<file path="src/rtl/mips_pkg.sv">
// Shared types and constants for the instruction-memory boot loader.
package mips_pkg;

  localparam int BOOT_CNT_W = 16;
  localparam int INSTR_W    = 32;

  typedef enum logic [2:0] {
    BS_IDLE,
    BS_LEN_HI,
    BS_LEN_LO,
    BS_DATA,
    BS_CSUM,
    BS_DONE,
    BS_ERROR
  } boot_state_t;

  function automatic logic is_rx_state(boot_state_t s);
    return (s == BS_LEN_HI) || (s == BS_LEN_LO) || (s == BS_DATA) || (s == BS_CSUM);
  endfunction

endpackage

</file>
<file path="src/rtl/byte_word_packer.sv">
// Packs big-endian bytes into 32-bit words; pulses word_vld_o with the 4th byte.
module byte_word_packer
  import mips_pkg::*;
(
  input  logic               clk,
  input  logic               reset,
  input  logic               clr_i,
  input  logic               byte_vld_i,
  input  logic [7:0]         byte_i,
  output logic               word_vld_o,
  output logic [INSTR_W-1:0] word_o
);

  logic [1:0]  cnt_q, cnt_d;
  logic [23:0] sr_q, sr_d;

  always_comb begin
    cnt_d = cnt_q;
    sr_d  = sr_q;
    if (clr_i) begin
      cnt_d = 2'd0;
      sr_d  = 24'd0;
    end else if (byte_vld_i) begin
      cnt_d = cnt_q + 2'd1;
      sr_d  = {sr_q[15:0], byte_i};
    end
  end

  always_ff @(posedge clk) begin
    if (!reset) begin
      cnt_q <= 2'd0;
      sr_q  <= 24'd0;
    end else begin
      cnt_q <= cnt_d;
      sr_q  <= sr_d;
    end
  end

  // Word is presented combinationally with the 4th byte; the top registers it.
  assign word_vld_o = byte_vld_i & ~clr_i & (cnt_q == 2'd3);
  assign word_o     = {sr_q, byte_i};

endmodule

</file>
<file path="src/rtl/imem_boot_loader.sv">
// Loads a length-prefixed, XOR-checksummed byte stream into instruction memory
// and holds the CPU in reset until a verified image is present.
//
//   state  | meaning
//   IDLE   | after reset, waiting for start
//   LEN_HI | receiving word-count MSB
//   LEN_LO | receiving word-count LSB, range check
//   DATA   | receiving payload bytes, writing words
//   CSUM   | receiving checksum byte
//   DONE   | image verified, CPU released
//   ERROR  | oversize or checksum mismatch, CPU held
module imem_boot_loader
  import mips_pkg::*;
#(
  parameter int DEPTH = 256,
  parameter int CNT_W = BOOT_CNT_W
) (
  input  logic               clk,
  input  logic               reset,
  input  logic               start,
  input  logic [7:0]         rx_data,
  input  logic               rx_valid,
  output logic               rx_ready,
  output logic               wr_en,
  output logic [31:0]        wr_addr,
  output logic [INSTR_W-1:0] wr_data,
  output logic               cpu_reset_n,
  output logic               busy,
  output logic               done,
  output logic               error,
  output logic [CNT_W-1:0]   words_loaded
);

  boot_state_t state_q, state_d;

  logic [7:0]         len_hi_q, len_hi_d;
  logic [17:0]        rem_q, rem_d;
  logic [7:0]         csum_q, csum_d;
  logic [31:0]        addr_q, addr_d;
  logic [CNT_W-1:0]   words_q, words_d;
  logic               wr_en_q, wr_en_d;
  logic [31:0]        wr_addr_q, wr_addr_d;
  logic [INSTR_W-1:0] wr_data_q, wr_data_d;

  logic [15:0]        len_w;
  logic               accept;
  logic               start_go;
  logic               word_vld;
  logic [INSTR_W-1:0] word;

  assign len_w    = {len_hi_q, rx_data};
  assign accept   = rx_valid & rx_ready;
  assign start_go = start & ((state_q == BS_IDLE) || (state_q == BS_DONE) || (state_q == BS_ERROR));

  byte_word_packer u_packer (
    .clk        (clk),
    .reset      (reset),
    .clr_i      (start_go),
    .byte_vld_i (accept & (state_q == BS_DATA)),
    .byte_i     (rx_data),
    .word_vld_o (word_vld),
    .word_o     (word)
  );

  always_ff @(posedge clk) begin
    if (!reset) state_q <= BS_IDLE;
    else        state_q <= state_d;
  end

  always_comb begin
    state_d = state_q;
    case (state_q)
      BS_IDLE, BS_DONE, BS_ERROR: if (start) state_d = BS_LEN_HI;
      BS_LEN_HI: if (accept) state_d = BS_LEN_LO;
      BS_LEN_LO: begin
        if (accept) begin
          if ({16'd0, len_w} > DEPTH) state_d = BS_ERROR;
          else if (len_w == 16'd0)    state_d = BS_CSUM;
          else                        state_d = BS_DATA;
        end
      end
      BS_DATA: if (accept && (rem_q == 18'd1)) state_d = BS_CSUM;
      BS_CSUM: if (accept) state_d = (csum_q == rx_data) ? BS_DONE : BS_ERROR;
      default: state_d = BS_IDLE;
    endcase
  end

  always_comb begin
    rx_ready    = is_rx_state(state_q);
    busy        = is_rx_state(state_q);
    done        = (state_q == BS_DONE);
    error       = (state_q == BS_ERROR);
    cpu_reset_n = (state_q == BS_DONE);
  end

  // rem_q counts payload bytes still expected; DATA ends on terminal count 1.
  always_comb begin
    len_hi_d  = len_hi_q;
    rem_d     = rem_q;
    csum_d    = csum_q;
    addr_d    = addr_q;
    words_d   = words_q;
    wr_en_d   = 1'b0;
    wr_addr_d = wr_addr_q;
    wr_data_d = wr_data_q;
    if (start_go) begin
      len_hi_d = 8'd0;
      rem_d    = 18'd0;
      csum_d   = 8'd0;
      addr_d   = 32'd0;
      words_d  = '0;
    end else if (accept) begin
      case (state_q)
        BS_LEN_HI: len_hi_d = rx_data;
        BS_LEN_LO: rem_d    = {len_w, 2'b00};
        BS_DATA: begin
          rem_d  = rem_q - 18'd1;
          csum_d = csum_q ^ rx_data;
        end
        default: ;
      endcase
    end
    if (word_vld) begin
      wr_en_d   = 1'b1;
      wr_addr_d = addr_q;
      wr_data_d = word;
      addr_d    = addr_q + 32'd4;
      words_d   = words_q + 1'b1;
    end
  end

  always_ff @(posedge clk) begin
    if (!reset) begin
      len_hi_q  <= 8'd0;
      rem_q     <= 18'd0;
      csum_q    <= 8'd0;
      addr_q    <= 32'd0;
      words_q   <= '0;
      wr_en_q   <= 1'b0;
      wr_addr_q <= 32'd0;
      wr_data_q <= '0;
    end else begin
      len_hi_q  <= len_hi_d;
      rem_q     <= rem_d;
      csum_q    <= csum_d;
      addr_q    <= addr_d;
      words_q   <= words_d;
      wr_en_q   <= wr_en_d;
      wr_addr_q <= wr_addr_d;
      wr_data_q <= wr_data_d;
    end
  end

  assign wr_en        = wr_en_q;
  assign wr_addr      = wr_addr_q;
  assign wr_data      = wr_data_q;
  assign words_loaded = words_q;

endmodule
</file>
<file path="config.mk">
export PLATFORM = sky130hd
export DESIGN_NAME = imem_boot_loader
export DESIGN_NICKNAME = d
export VERILOG_FILES = /design/src/rtl/mips_pkg.sv /design/src/rtl/byte_word_packer.sv /design/src/rtl/imem_boot_loader.sv
export SDC_FILE = /design/constraint.sdc
export NUM_CORES = 1
export LEC_CHECK = 0
export CAP_MARGIN = 10
export CORE_MARGIN = 2
export CORE_UTILIZATION = 57
export CTS_BUF_LIST = sky130_fd_sc_hd__clkbuf_8
export CTS_CLUSTER_SIZE = 20
export DETAILED_ROUTE_END_ITERATION = 8
export PLACE_DENSITY = 0.93
export SYNTH_ARGS = -nofsm -noshare
export SYNTH_HDL_FRONTEND = slang
export SYNTH_SLANG_ARGS = --single-unit
</file>
<file path="constraint.sdc">
create_clock -name clk -period 2.45 [get_ports clk]
set_clock_uncertainty 0.1 [all_clocks]
set_input_delay 0.3675 -clock clk [delete_from_list [all_inputs] [get_ports clk]]
set_output_delay 0.3675 -clock clk [all_outputs]
set_load 0.02 [all_outputs]
</file>
==> metrics.txt <==
outcome=complete, no violations; RSZ-0062 raised after global routing=no; Buffers & Inverters on Critical Path=1; Critical Path End Type=output port; CP required=1980 ps; die footprint=around 14000 um^2; Hold Crit Class=flop to flop; LEAKAGE=3.140 nW; post-route ant nets=0; critical path type=flop to output port; slowest stage cell, crit path=clkdlybuf4s50_1; Reg clk slew, reported paths=100 ps; drt first pass iters=5; Final Hold Fails=0; final layout net count=1039; # hold bufs at CTS=0; main flop type after synthesis=dfxtp_1; routed vias=7148; share of cells above drive strength 1=0.09855; root buf cell=clkbuf_8; worst slack at placement=146.0 ps; Detailed Place HPWL=13570 um; die span in x=118.8 um; Initial Util=0.5908; CP Data Arrival Time=around 1800 ps; Post-Synth Simple-Gate Area=0.2487; io pins=98; row count=41; DR DRC count=0; RePlAce Congestion=0.8955; Psw=2.236 mW; fillcell total=approximately 930; Largest delay share family, worst path=buffers and inverters; vias in the first global route=between 6k and 7k; post-synthesis compound-gate area fraction=0.1555; Seq cells post-synth=172; drt total wl=20100 um; Initial DRC Count=604; combinational share of power=0.241; first-pass GRT wire length=between 30000 and 40000 um; CTS tree=yes; Die H=118.8 um; vias per cell=5.922; Power Density=735.1 nW/um^2; synthesized-area fraction occupied by adder cells=0.008324; setup TNS=0 ps; ant diodes=0; Max Fanout on Critical Path=6; Power Internal=4.563 mW; area grow syn2layout=23.06%; Core ar.=12720 um^2; Post-synth EDFFs=0; clock sinks=172; Mapped Avg Cell Area=8.117 um^2; # resized after CTS=0; clk buf depth=2; routed len/inst=16.65 um; fin. max-slew vios=0; Post-CTS Setup Inserts=0; Setup crit start kind=flop; max incr delay on CP=630 ps; FFs w/ async S/R, synth=0; setup ws final=163.5 ps; cts bufs inserted=17; XOR/XNOR Fraction of Synth Area=0.03962; largest net degree at the start of global routing=46; grt ovf=0; synth unique cells=61; cells after synthesis=926; multiplexer share of the synthesized area=0.04495; Fmax=437.3 MHz; initial antenna violation count=0; Max-Cap Viols=0; GRT Total Usage=0.2873; crit-path cells=and3b_1 > clkdlybuf4s50_1; clk_lat worst skew=490 ps; synthesized area=7516 um^2; H-tree Lvls=4; Seq pwr share=0.439; Port Buffers=95; final setup vio count=0; Tcrit/Tclk final=0.9333; Seq/Total Area, Yosys=0.4581; main combinational cell family by area after synthesis=simple AND/OR/NAND/NOR gates; clock power share=0.320; Worst VDD drop=0.7025 mV; Switching Fraction=0.3289; Final min period=2287 ps; YS warnings=0
[state kept, by name, summed over array words and instances, names as in the netlist]
register        count
csum_q              8
words_loaded       16
state_q             3
rem_q              18
wr_data            32
u_packer.sr_q      24
addr_q             30
len_hi_q            8
u_packer.cnt_q      2
wr_addr            30
wr_en               1
[tightest hold or removal path: stages, from the launching register on]
cell and delay, ps:
dfxtp_1 320, nand2_1 50, a21oi_1 50
[power groups by stage]
stage,logic [mW],clock network (mW),registers (mW)
global route,1.77,2.28,3.00
floorplan,1.21,0,3.00
CTS,1.62,2.17,2.98
finish,1.64,2.18,2.98
global placement,1.56,0,3.03
detailed placement,1.59,0,3.04
[layer usage]
| metal | up-vias | share of wire | track usage |
|---|---|---|---|
| met2 | 311 | 0.50 | 0.4993 |
| met4 | 0 | 0.030 | 0.1399 |
| met3 | 56 | 0.067 | 0.06370 |
| met5 | - | 0 | 0 |
| met1 | 3380 | 0.40 | 0.3338 |
| li1 | 3401 | - | - |
[per-stage QoR]
step / area [um^2] / cells / hold WS (ps) / utilization / power, mW
after CTS: 9246 / 1207 / 360.9 / 0.7268 / 6.770
after floorplan: 7520 / 927 / 332.1 / - / 4.205
after detailed placement: 8803 / 1175 / 347.5 / 0.6920 / 4.629
after global placement: 8803 / 1175 / 341.1 / 0.6920 / 4.593
final: 9249 / 1207 / 358.8 / 0.7270 / 6.799
after global routing: 9249 / 1207 / 383.6 / 0.7270 / 7.048
[cell type report]
| class | instances | area, um^2 | area share |
|---|---|---|---|
| inverter | 9 | 33.78 | 0.003653 |
| clock inverter | 14 | 195.2 | 0.02110 |
| tap | 172 | 215.2 | 0.02327 |
| timing repair buffer | 138 | 1349 | 0.1458 |
| clock buffer | 18 | 247.7 | 0.02679 |
| sequential | 172 | 3446 | 0.3726 |
| multi-input combinational | 684 | 3762 | 0.4068 |
[synth_stat cells, types with 13 or more instances]
library cell | instances | area, um^2
a21oi_1 | 115 | 575.6
clkbuf_1 | 45 | 168.9
dfxtp_1 | 172 | 3443
mux2i_1 | 27 | 270.3
nand2_1 | 221 | 829.6
nand3_1 | 31 | 155.2
nand4_1 | 21 | 131.4
nor2_1 | 73 | 274.0
nor3_1 | 13 | 65.06
o21ai_0 | 25 | 125.1
xnor2_1 | 14 | 122.6
xor2_1 | 20 | 175.2
[cell families (layout without fill, tap and decap cells)]
kind of cell               count (synthesis)  after routing
muxes                                     33             33
other                                      1              2
and+or+nand+nor                          412            412
buffers and inverters                     71            179
xor gates and xnor gates                  34             34
DFF                                      172            172
AOI/OAI and AO/OA                        198            198
adders and majority gates                  5              5
[layout by cell type (no fill, tap or decap), types with 6 or more instances in the layout]
master / instances
mux2_2: 6
xnor2_1: 14
xor2_1: 20
a221oi_1: 7
buf_12: 6
and3_1: 7
mux2i_1: 27
clkbuf_8: 18
dfxtp_1: 170
clkdlybuf4s50_1: 95
nor2_1: 72
a21oi_1: 115
buf_4: 37
nand3_1: 31
a211oi_1: 8
nor3_1: 13
a31oi_1: 6
inv_1: 8
nand4_1: 21
o21ai_0: 25
nand2_1: 219
nand2b_1: 6
[worst paths after layout]
check	cells after the start	to	startpoint	slack, ps
max	2	cpu_reset_n	state_q[0]	160
min	2	wr_addr[28]	wr_addr[28]	360
max reg2reg	5	state_q[1]	rem_q[9]	210
min reg2reg	2	wr_addr[28]	wr_addr[28]	360
Power figures use the tool's default switching activity.
